--- config.mk ---
export PLATFORM = sky130hd
export DESIGN_NAME = sobel_window_gen_flat
export DESIGN_NICKNAME = d
export VERILOG_FILES = /design/src/rtl/sobel_window_gen_pkg.sv /design/src/rtl/sobel_window_gen_if.sv /design/src/rtl/sobel_line_buffer.sv /design/src/rtl/sobel_window_gen.sv /design/src/flat_wrapper.sv
export SDC_FILE = /design/constraint.sdc
export NUM_CORES = 1
export LEC_CHECK = 0
export CAP_MARGIN = 20
export CORE_MARGIN = 2
export CORE_UTILIZATION = 50
export CTS_BUF_LIST = sky130_fd_sc_hd__clkbuf_4
export DETAILED_ROUTE_END_ITERATION = 10
export PLACE_DENSITY = 0.7
export SETUP_SLACK_MARGIN = 0.02
export SYNTH_ARGS = -nofsm -noshare
export SYNTH_HDL_FRONTEND = slang
export SYNTH_SLANG_ARGS = --single-unit
--- constraint.sdc ---
create_clock -name clk -period 9.9 [get_ports clk]
set_clock_uncertainty 0.2 [all_clocks]
set_input_delay 1.98 -clock clk [delete_from_list [all_inputs] [get_ports clk]]
set_output_delay 1.98 -clock clk [all_outputs]
set_load 0.01 [all_outputs]
--- src/rtl/sobel_window_gen_pkg.sv ---
// Shared constants, window tap layout and FSM encoding for the 3x3 Sobel window generator.
package sobel_window_gen_pkg;

  localparam int unsigned IMG_W = 28;
  localparam int unsigned IMG_H = 28;
  localparam int unsigned PIX_W = 5;
  localparam int unsigned OUT_W = IMG_W - 2;
  localparam int unsigned OUT_H = IMG_H - 2;
  localparam int unsigned COL_W = $clog2(IMG_W);
  localparam int unsigned ROW_W = $clog2(IMG_H);
  localparam int unsigned WIN_W = 9 * PIX_W;

  // Tap indices in kernel order; P00 is the top-left pixel and sits in the MSBs of win_data.
  localparam int unsigned P00 = 0;
  localparam int unsigned P01 = 1;
  localparam int unsigned P02 = 2;
  localparam int unsigned P10 = 3;
  localparam int unsigned P11 = 4;
  localparam int unsigned P12 = 5;
  localparam int unsigned P20 = 6;
  localparam int unsigned P21 = 7;
  localparam int unsigned P22 = 8;

  function automatic int unsigned tap_lsb(input int unsigned tap);
    return (8 - tap) * PIX_W;
  endfunction

  typedef enum logic [2:0] {
    StIdle,
    StFill,
    StStream,
    StDrain,
    StDone
  } state_e;

endpackage

--- src/rtl/sobel_window_gen_if.sv ---
// Pixel-in / window-out stream bundle between the SPI RAM source, the window generator and
// the Sobel filter.
interface sobel_window_gen_if;
  import sobel_window_gen_pkg::*;

  logic             frame_start;
  logic             pix_valid;
  logic [PIX_W-1:0] pix_data;
  logic             pix_ready;
  logic             win_valid;
  logic             win_ready;
  logic [WIN_W-1:0] win_data;
  logic [4:0]       win_x;
  logic [4:0]       win_y;
  logic             frame_done;

  modport master (
    output frame_start, pix_valid, pix_data, win_ready,
    input  pix_ready, win_valid, win_data, win_x, win_y, frame_done
  );

  modport slave (
    input  frame_start, pix_valid, pix_data, win_ready,
    output pix_ready, win_valid, win_data, win_x, win_y, frame_done
  );

endinterface

--- src/rtl/sobel_line_buffer.sv ---
// One image row of pixels: synchronous write, asynchronous read at the same column address.
module sobel_line_buffer #(
  parameter int unsigned Depth = 28,
  parameter int unsigned Width = 5
) (
  input  logic                     clk,
  input  logic                     i_we,
  input  logic [$clog2(Depth)-1:0] i_addr,
  input  logic [Width-1:0]         i_wdata,
  output logic [Width-1:0]         o_rdata
);

  logic [Width-1:0] r_mem [Depth];

  // Read returns the previous row's pixel before this cycle's write lands.
  assign o_rdata = r_mem[i_addr];

  always_ff @(posedge clk) begin
    if (i_we) begin
      r_mem[i_addr] <= i_wdata;
    end
  end

endmodule

--- src/rtl/sobel_window_gen.sv ---
// Raster-stream to 3x3 window converter: two line buffers feed a 3-row shift array, and one
// window is registered per accepted pixel at row>=2, col>=2.
module sobel_window_gen
  import sobel_window_gen_pkg::*;
(
  input logic               clk,
  input logic               reset,
  sobel_window_gen_if.slave bus
);

  localparam logic [COL_W-1:0] ColLast = COL_W'(IMG_W - 1);
  localparam logic [ROW_W-1:0] RowLast = ROW_W'(IMG_H - 1);

  state_e                     r_state;
  state_e                     w_state_d;
  logic [COL_W-1:0]           r_col;
  logic [ROW_W-1:0]           r_row;
  // Last two columns of each of the three window rows; row 0 is the top row.
  logic [2:0][1:0][PIX_W-1:0] r_arr;
  logic                       r_win_valid;
  logic [WIN_W-1:0]           r_win_data;
  logic [4:0]                 r_win_x;
  logic [4:0]                 r_win_y;
  logic                       r_frame_done;
  logic                       w_done;
  logic                       w_pix_ready;
  logic                       w_accept;
  logic                       w_emit;
  logic                       w_row_end;
  logic [PIX_W-1:0]           w_lb0_rd;
  logic [PIX_W-1:0]           w_lb1_rd;

  assign w_pix_ready = ((r_state == StFill) || (r_state == StStream)) && !bus.frame_start &&
                       (!r_win_valid || bus.win_ready);
  assign w_accept    = bus.pix_valid && w_pix_ready;
  assign w_row_end   = (r_col == ColLast);
  assign w_emit      = w_accept && (r_row >= ROW_W'(2)) && (r_col >= COL_W'(2));

  sobel_line_buffer #(
    .Depth (IMG_W),
    .Width (PIX_W)
  ) u_lb0 (
    .clk     (clk),
    .i_we    (w_accept),
    .i_addr  (r_col),
    .i_wdata (bus.pix_data),
    .o_rdata (w_lb0_rd)
  );

  sobel_line_buffer #(
    .Depth (IMG_W),
    .Width (PIX_W)
  ) u_lb1 (
    .clk     (clk),
    .i_we    (w_accept),
    .i_addr  (r_col),
    .i_wdata (w_lb0_rd),
    .o_rdata (w_lb1_rd)
  );

  always_comb begin
    w_state_d = r_state;
    w_done    = 1'b0;
    if (bus.frame_start) begin
      w_state_d = StFill;
    end else begin
      case (r_state)
        StFill: begin
          if (w_accept && w_row_end && (r_row == ROW_W'(1))) w_state_d = StStream;
        end
        StStream: begin
          if (w_accept && w_row_end && (r_row == RowLast)) w_state_d = StDrain;
        end
        StDrain: begin
          if (r_win_valid && bus.win_ready) begin
            w_state_d = StDone;
            w_done    = 1'b1;
          end
        end
        default: ;
      endcase
    end
  end

  always_ff @(posedge clk or posedge reset) begin
    if (reset) begin
      r_state      <= StIdle;
      r_frame_done <= 1'b0;
    end else begin
      r_state      <= w_state_d;
      r_frame_done <= w_done;
    end
  end

  always_ff @(posedge clk or posedge reset) begin
    if (reset) begin
      r_col       <= '0;
      r_row       <= '0;
      r_arr       <= '0;
      r_win_valid <= 1'b0;
      r_win_data  <= '0;
      r_win_x     <= '0;
      r_win_y     <= '0;
    end else if (bus.frame_start) begin
      r_col       <= '0;
      r_row       <= '0;
      r_win_valid <= 1'b0;
    end else begin
      if (w_accept) begin
        r_arr[0][0] <= r_arr[0][1];
        r_arr[0][1] <= w_lb1_rd;
        r_arr[1][0] <= r_arr[1][1];
        r_arr[1][1] <= w_lb0_rd;
        r_arr[2][0] <= r_arr[2][1];
        r_arr[2][1] <= bus.pix_data;
        if (w_row_end) begin
          r_col <= '0;
          r_row <= (r_row == RowLast) ? '0 : r_row + ROW_W'(1);
        end else begin
          r_col <= r_col + COL_W'(1);
        end
      end
      if (w_emit) begin
        r_win_valid <= 1'b1;
        r_win_data  <= {r_arr[0][0], r_arr[0][1], w_lb1_rd,
                        r_arr[1][0], r_arr[1][1], w_lb0_rd,
                        r_arr[2][0], r_arr[2][1], bus.pix_data};
        r_win_x     <= 5'(r_col) - 5'd2;
        r_win_y     <= 5'(r_row) - 5'd2;
      end else if (bus.win_ready) begin
        r_win_valid <= 1'b0;
      end
    end
  end

  assign bus.pix_ready  = w_pix_ready;
  assign bus.win_valid  = r_win_valid;
  assign bus.win_data   = r_win_data;
  assign bus.win_x      = r_win_x;
  assign bus.win_y      = r_win_y;
  assign bus.frame_done = r_frame_done;

endmodule

--- src/flat_wrapper.sv ---
// flat-port wrapper written by rule: the top's interface ports become plain ports
module sobel_window_gen_flat import sobel_window_gen_pkg::*;
  (clk, reset, bus_frame_start, bus_pix_valid, bus_pix_data, bus_win_ready, bus_pix_ready, bus_win_valid, bus_win_data, bus_win_x, bus_win_y, bus_frame_done);
  sobel_window_gen_if bus_i ();
  input logic clk;
  input logic reset;
  input wire logic [$bits(bus_i.frame_start)-1:0] bus_frame_start;
  input wire logic [$bits(bus_i.pix_valid)-1:0] bus_pix_valid;
  input wire logic [$bits(bus_i.pix_data)-1:0] bus_pix_data;
  input wire logic [$bits(bus_i.win_ready)-1:0] bus_win_ready;
  output wire logic [$bits(bus_i.pix_ready)-1:0] bus_pix_ready;
  output wire logic [$bits(bus_i.win_valid)-1:0] bus_win_valid;
  output wire logic [$bits(bus_i.win_data)-1:0] bus_win_data;
  output wire logic [$bits(bus_i.win_x)-1:0] bus_win_x;
  output wire logic [$bits(bus_i.win_y)-1:0] bus_win_y;
  output wire logic [$bits(bus_i.frame_done)-1:0] bus_frame_done;
  assign bus_i.frame_start = bus_frame_start;
  assign bus_i.pix_valid = bus_pix_valid;
  assign bus_i.pix_data = bus_pix_data;
  assign bus_i.win_ready = bus_win_ready;
  assign bus_pix_ready = bus_i.pix_ready;
  assign bus_win_valid = bus_i.win_valid;
  assign bus_win_data = bus_i.win_data;
  assign bus_win_x = bus_i.win_x;
  assign bus_win_y = bus_i.win_y;
  assign bus_frame_done = bus_i.frame_done;
  sobel_window_gen u_core (.clk(clk), .reset(reset), .bus(bus_i));
endmodule
* After elaboration in Yosys (flattened, before gate mapping)
Memory sizes are Yosys's and may differ from the RTL's.
Cells that the tools add are included.
** Word-level totals
- Flip-flop bits (word level) :: 100
- Bits in writable memories :: 280
- Bits of input ports :: 10
- Output and inout bits :: 58
- Word-level logic and storage cells :: 73
- Memories kept :: 2
** Operators by class
- $add $sub $neg :: 4
- Magnitude comparators :: 2
- Equality and inequality tests :: 9
- Mux-type cells :: 20
- Bitwise logic cells :: 1
- Reductions and logical operators :: 21
** Memories
- u_core.u_lb0.r_mem :: words 28, width 5, read ports 1, clocked after Yosys merged registers in 0, wr ports 1, line sobel_line_buffer.sv:13 : logic [Width-1:0] r_mem [Depth];
- u_core.u_lb1.r_mem :: words 28, width 5, read ports 1, clocked after Yosys merged registers in 0, wr ports 1, line sobel_line_buffer.sv:13
** Operator list (number)
- two-way mux 5 bit :: 7
- two-way mux 3 bit :: 4
- adder 5 x 1 -> 5 bit, second input constant :: 2
- equality test 5 bit, second input constant :: 2
- greater-or-equal comparator 5 x 2 -> 1 bit, second input constant :: 2
- subtractor 5 x 2 -> 5 bit, second input constant :: 2
- logical AND 1 bit :: 9
- one-hot mux 3 bit (3 select lines) :: 1
- two-way mux 1 bit :: 8
- equality test 3 x 2 -> 1 bit, second input constant :: 2
- != test 3 bit, second input constant :: 2
- AND reduction 2 bit :: 3
- equality test 5 x 1 -> 1 bit, second input constant :: 1
- AND reduction 4 bit :: 1
- nonzero test 2 bit :: 2
- nonzero test 4 bit :: 1
- equality test 3 x 1 -> 1 bit, second input constant :: 1
- != test 3 x 2 -> 1 bit, second input constant :: 1
- nonzero test 3 bit :: 1
- logical NOT 1 bit :: 2
- logical OR 1 bit :: 2
- NOT 1 bit :: 1

* Depth between registers and ports, before layout
Gate-level depths: netlist (run 1).
- Word-level depth :: 10
- Mapped depth :: 13
- Depth with buffers taken out :: 7

* Modules after synthesis
A second synthesis (run 1) with hierarchy kept.
** Unflattened totals
- Cell total of the unflattened synthesis :: 972
- Area, all modules :: 15536.2 µm²
** Modules (own cells, without submodules)
- sobel_line_buffer :: times used 2, cells an instance 308, area each 5596.6 µm², sequential area each 4204.0 µm²
- sobel_window_gen :: times used 1, cells an instance 356, area each 4342.9 µm², sequential area each 2502.4 µm²

* Least setup slack after synthesis (run 1)
OpenSTA, ideal clock, no wires.
- Path type :: input port to output port
- Start point :: input port bus_frame_start
- End point :: output port bus_pix_ready
- Arrival time :: 2.605 ns
- Required time :: 7.720 ns
- Path slack :: 5.115 ns
- Stages on the path :: 4
- Path buffers :: 1
- Path through :: clkbuf_1 -> nor2_1 -> nand2_1 -> nor2_1
** On the way
- Cells in the longest elaborated chain, start to end :: 3
** RTL lines
- from (decl) :: line flat_wrapper.sv:7 : input wire logic [$bits(bus_i.frame_start)-1:0] bus_frame_start;
- logical NOT 1 bit :: line sobel_window_gen.sv:33 : assign w_pix_ready = ((r_state == StFill) || (r_state == StStream)) && !bus.frame_start &&
- logical AND 1 bit (2 in series) :: line sobel_window_gen.sv:33
- to (decl) :: line flat_wrapper.sv:11 : output wire logic [$bits(bus_i.pix_ready)-1:0] bus_pix_ready;
Every way passes these cells.

* Final worst setup path (run 1)
Same ends and word-level chain as after synthesis.

==> impl_metrics.tcl, run 1 <==
set metrics [dict create \
    status "finished clean" \
    power_frac_seq 0.546 \
    via_count 8713 \
    maxCapViolCount 0 \
    wire_per_inst_um 21.7 \
    intPower_mw 2.58 \
    period_minus_slack_ns 5.97 \
    ys_ff_latch 380 \
    cts_tree "yes" \
    cp_cell_sequence "clkdlybuf4s50_1, nor2_1, nand2_1, nor2_1, clkdlybuf4s50_1" \
    fin_area_um2 17400 \
    synthSimpleGateAreaFrac 0.0682 \
    clkPwrFrac 0.372 \
    regArea_um2 10900 \
    setup_viol 0 \
    final_cell_mix "280 x edfxtp_1, 132 x clkbuf_4, 105 x nand2_1" \
    clock_sinks 380 \
    dpl_cell_area_um2 16200 \
    die_w_um 178 \
    power.leakage_nw 6.22 \
    synth_compound_area_frac 0.0364 \
    crit_family "buffers and inverters" \
    ys_warn_count 0 \
    routed_via_density 5.74 \
    cts_resized 0 \
    cts_buffers 91 \
    drt-initial-drc-count 952 \
    switching_share 0.239 \
    placedCellCount 1356 \
    multi_input_area_um2 3950 \
    critPathBufInv 2 \
    post-route-period-util 0.603 \
    fin_hold_ws_ns 0.271 \
    rows 63 \
    p_sw_uw 810 \
    grt-ovfl-total 0 \
    pwr-share-comb 0.082 \
    final_cells 1517 \
    p_per_area_nw_per_um2 195 \
    syn_area_um2 15200 \
    avgSynthCellArea_um2 16.3 \
    timing.reg2reg.setup_slack_ns 6.26 \
    slew-limit-headroom 0.337 \
    arrival_ns 3.79 \
    nNetsFinal 1080 \
    grt_pass1_wl_mm 50.6 \
    htree_levels 3 \
    cts.hold.buffers_added 0 \
    wl_mm 33.0 \
    synth_xor_area_frac 0.00347 \
    final_core_util 0.585 \
    worstSetupStartpointType "input port" \
    async_reset_ff_frac 0.263 \
    rsz0062_at_grt "false" \
    synth-main-ff-cell "edfxtp_1" \
    netlist_instances 929 \
    cts_buffer_depth 3 \
    cpMaxStageDelayCell "clkdlybuf4s50_1" \
    place.gp.congestion 0.844 \
    path_class "input port to output port" \
    layout.cells.most_common "edfxtp_1" \
    drive_gt1_frac 0.222 \
    core_region_area_um2 29700 \
    grt_util_all_layers 0.214 \
    worstMarginPinSlew_ns 0.991 \
    synthesis.nets 950 \
    antenna_left 0 \
    cts-root-buf "clkbuf_4" \
    cpPeakStageDelay_ns 0.70 \
    area_delta_synth_final_pct 14.6 \
    synthMuxAreaShare 0.142 \
    post-route-drc-count 0 \
    n_fill_cell 2284 \
    grt_max_degree 86 \
    synth.distinct_cells 55 \
    worstHoldPathType "flip-flop to flip-flop" \
    hpwlAfterDp_mm 19.8 \
    final_max_slew_viol_count 0 \
    crit_required_ns 7.72 \
    port_buffers 67 \
    synth_top_family_by_area "multiplexers" \
    post-cts-setup-buffer-count 0 \
    synthAdderAreaFrac 0.00908 \
    crit_path_max_fanout 16 \
    grt_pass1_vias 8805 \
    synth_edf_count 280 \
    ios 68 \
    finalSetupTns_ns 0 \
    hold_violations 0 \
    antenna_found_initial 1 \
    irDropWorstVdd_mv 0.0960 \
    clkTransAtPathRegs_ns 0.06 \
    dieArea_um2 31700 \
    end_kind "output port" \
    synth_seq_area_share 0.720 \
    fmax_mhz 168 \
    clock_latency_ns 0.71 \
    start_util 0.510 \
    chipHeight_um 178 \
    dr.pass1.iters 5 \
]
[worst reg2reg max path, stage by stage, from the launching register on]
cell and delay (ns):
dfrtp_4 0.83, buf_12 0.53, mux2i_1 0.35, o22ai_1 0.16
a311oi_1 0.28, nand3_1 0.53, buf_8 0.38, mux2_2 0.28
[cell type report]
type                    count  area share
inverters                  12     0.00274
diodes                      2    0.000288
flip-flops and latches    380       0.628
repair buffers             83      0.0467
multi-input cells         491       0.227
clock buffers             132      0.0570
clock inverters            27     0.00979
well taps                 390      0.0281
[power by group through the flow]
stage | Sequential, mW | Combinational [mW] | Clock (mW)
after global placement | 1.89 | 0.272 | 0
final | 1.85 | 0.278 | 1.26
after floorplan | 1.86 | 0.207 | 0
after CTS | 1.85 | 0.281 | 1.29
after detailed placement | 1.89 | 0.281 | 0
after global routing | 1.86 | 0.306 | 1.37
[final timing paths]
kind                                   from                      to  cells after the start
max                         bus_frame_start           bus_pix_ready                      5
min                        u_core.r_arr[22]        u_core.r_arr[22]                      2
max reg2reg                 u_core.r_col[0]        u_core.r_arr[17]                      7
min reg2reg                u_core.r_arr[22]        u_core.r_arr[22]                      2
max in group asynchronous             reset  u_core.bus.win_data[4]                      3
min in group asynchronous             reset         u_core.r_col[0]                      2
[metrics by stage]
| step | setup slack (ns) | power, mW |
|---|---|---|
| floorplan | 5.10 | 2.07 |
| global placement | 3.90 | 2.16 |
| detailed placement | 3.90 | 2.17 |
| CTS | 3.91 | 3.42 |
| global route | 3.78 | 3.54 |
| finish | 3.93 | 3.39 |
[cell usage after synthesis (2+ instances only)]
library cell  count  area [um^2]
buf_1             3         11.3
buf_6             6         67.6
o32ai_1           4         35.0
nor2b_1           4         25.0
nand4_1           6         37.5
ha_1             11          138
nand2_1         105          394
mux2_2           56          631
a21oi_1          11         55.1
buf_2            17         85.1
nand4b_1          3         26.3
mux2i_1          83          831
buf_4             5         37.5
clkbuf_1         14         52.6
o21ai_0          18         90.1
edfxtp_1        280         8410
or4bb_1           2         22.5
nand3_1          16         80.1
inv_1            11         41.3
nand3b_1          3         22.5
mux4_1            5          131
a31oi_1           3         18.8
mux4_2           25          563
or4b_2            2         20.0
nor4_1            4         25.0
nor3_1           11         55.1
nand2b_1          7         43.8
or3_1             4         25.0
nor2_1           42          158
nor3b_1           2         15.0
a211oi_1          2         15.0
a21o_1            3         22.5
or2_2             2         12.5
a311oi_1          5         43.8
o22ai_1          21          131
dfrtp_1         100         2500
a22oi_1          10         75.1
xnor2_1           6         52.6
[registers in the layout, summed over array words and instances, names as in the netlist, 3 cells and up]
| register | flops |
|---|---|
| u_core.r_col | 5 |
| u_core.bus.win_y | 5 |
| u_core.u_lb1.r_mem | 140 |
| u_core.r_arr | 30 |
| u_core.u_lb0.r_mem | 140 |
| u_core.r_state | 3 |
| u_core.bus.win_data | 45 |
| u_core.r_row | 5 |
| u_core.bus.win_x | 5 |
[layer usage]
layer	track usage	part of all wire
met2	0.332	0.48
met1	0.294	0.42
met3	0.0526	0.077
met5	0	0
met4	0.0837	0.029
[cells by family (layout without fill, tap and decap cells)]
kind of cell,Yosys count,after routing
xor gates and xnor gates,6,6
AOI/OAI and AO/OA,85,85
buffers and inverters,58,254
DFF,380,380
and+or+nand+nor,220,220
adders and majority gates,11,11
other,0,2
muxes,169,169
No activity file was read; power rests on OpenSTA's default activity.
==> inputs of run 2 (changes only) <==
- PLACE_DENSITY: 0.7 -> 0.73
- clock period: 9.9 -> 5 ns (I/O delays scaled with it)
==> run 2 against run 1 <==
Compared with the run above:
- final area is 1.1% higher
- core utilization is 0.66 points higher
- global-route usage hardly changed
- hold slack better by 0.00088 ns
- critical path type is now flip-flop to flip-flop
- largest power group unchanged
==> impl_metrics.tcl, run 2 (synthesis results as in run 1) <==
set metrics [dict create \
    status "finished clean" \
    cts.hold.buffers_added 0 \
    p_per_area_nw_per_um2 376 \
    dr.pass1.iters 7 \
    chipHeight_um 178 \
    dieArea_um2 31700 \
    post-cts-setup-buffer-count 0 \
    cts_buffer_depth 3 \
    worstSetupStartpointType "flip-flop" \
    grt_util_all_layers 0.213 \
    r2r_end "u_core.u_lb1.r_mem[20][0]" \
    fmax_mhz 253 \
    post-route-period-util 0.789 \
    layout.cells.most_common "edfxtp_1" \
    ios 68 \
    grt_pass1_vias 8740 \
    crit_required_ns 5.18 \
    hold_depth 2 \
    end_kind "flip-flop" \
    path_class "flip-flop to flip-flop" \
    rows 63 \
    crit_path_max_fanout 71 \
    wl_mm 32.8 \
    worstMarginPinSlew_ns 0.950 \
    period_minus_slack_ns 3.95 \
    maxCapViolCount 0 \
    place.gp.congestion 0.967 \
    power.leakage_nw 6.37 \
    worstHoldPathType "flip-flop to flip-flop" \
    core_region_area_um2 29700 \
    irDropWorstVdd_mv 0.267 \
    wire_per_inst_um 21.2 \
    min_to "u_core.r_arr[22]" \
    setup_viol 0 \
    grt_pass1_wl_mm 50.7 \
    clock_latency_ns 0.73 \
    slew-limit-headroom 0.365 \
    worstHoldStart "u_core.r_arr[22]" \
    finalSetupTns_ns 0 \
    routed_via_density 5.62 \
    drive_gt1_frac 0.245 \
    cts-root-buf "clkbuf_4" \
    clock_sinks 380 \
    antenna_found_initial 1 \
    arrival_ns 4.13 \
    final_cell_mix "280 x edfxtp_1, 130 x clkbuf_4, 105 x nand2_1" \
    start_util 0.510 \
    cts_resized 0 \
    nNetsFinal 1115 \
    timing.reg2reg.setup_slack_ns 1.05 \
    rsz0062_at_grt "false" \
    port_buffers 67 \
    cts_buffers 93 \
    hold_violations 0 \
    worstReg2RegStart "u_core.r_col[0]" \
    area_delta_synth_final_pct 15.9 \
    hpwlAfterDp_mm 20.7 \
    antenna_left 0 \
    drt-initial-drc-count 1102 \
    place_ws_ns 1.11 \
    final_max_slew_viol_count 0 \
    die_w_um 178 \
    rr_worst_depth 6 \
    clkTransAtPathRegs_ns 0.07 \
    final_core_util 0.591 \
    layout_setup_ws_ns 1.05 \
    cts_tree "yes" \
    grt_max_degree 72 \
    via_count 8684 \
    grt-ovfl-total 0 \
    post-route-drc-count 0 \
    htree_levels 3 \
]
-- run 2: changes by cell type in the layout (fill, tap and decap cells not counted), sizes merged --
| cell | previous run | this run |
|---|---|---|
| clkbuf | 132 | 130 |
| clkinvlp | 1 | 2 |
| clkinv | 24 | 20 |
| bufinv | 2 | 0 |
| diode | 2 | 1 |
| inv | 12 | 15 |
| buf | 16 | 49 |
-- run 2: where the power goes --
part	internal [mW]	switching [mW]	leakage, nW
Combinational	0.235	0.335	1.86
Sequential	3.57	0.0990	3.86
Clock	1.20	1.17	0.657
Total	5.00	1.60	6.37
-- run 2: worst max-delay path: stages (launching register included) --
cell	delay, ns
dfrtp_4	0.69
buf_12	0.45
mux2i_1	0.27
nor4_1	0.06
nor3_1	0.54
nand3b_1	0.82
buf_4	0.47
-- run 2: through the flow --
step	total power [mW]	std cells	hold WS, ns	cell area, um^2
after floorplan	4.10	929	0.242	15200
after global placement	4.28	1387	0.253	16400
after detailed placement	4.30	1387	0.259	16400
after CTS	6.67	1542	0.275	17500
after global routing	6.90	1545	0.302	17600
final	6.61	1545	0.272	17600
-- run 2: final cells by class --
type	count	area, um^2
clock inverter	25	128
timing repair buffer	116	1070
clock buffer	130	976
multi-input combinational	491	3950
tap	390	488
antenna	1	2.50
inverter	12	47.5
fill	2208	12100
sequential	380	10900
-- run 2: per-layer routing --
metal,global-route usage,vias to the layer above,wire (um)
li1,-,3933,-
met1,0.305,4340,14100
met2,0.327,348,15400
met3,0.0494,63,2450
met4,0.0697,0,849
met5,0,-,0
-- run 2: how the worst max path moves through the flow --
| stage | start | endpoint | slack (ns) | depth (start not counted) |
|---|---|---|---|---|
| final | u_core.r_col[0] | u_core.u_lb1.r_mem[20][0] | 1.05 | 6 |
| after global placement | bus_frame_start | u_core.u_lb1.r_mem[26][4] | 1.17 | 6 |
| after CTS | bus_frame_start | bus_pix_ready | 1.22 | 6 |
| after global routing | u_core.r_col[0] | u_core.u_lb1.r_mem[22][0] | 1.02 | 6 |
| after detailed placement | bus_frame_start | u_core.u_lb0.r_mem[26][4] | 1.11 | 6 |
| after floorplan | reset | u_core.bus.frame_done | 1.18 | 1 |
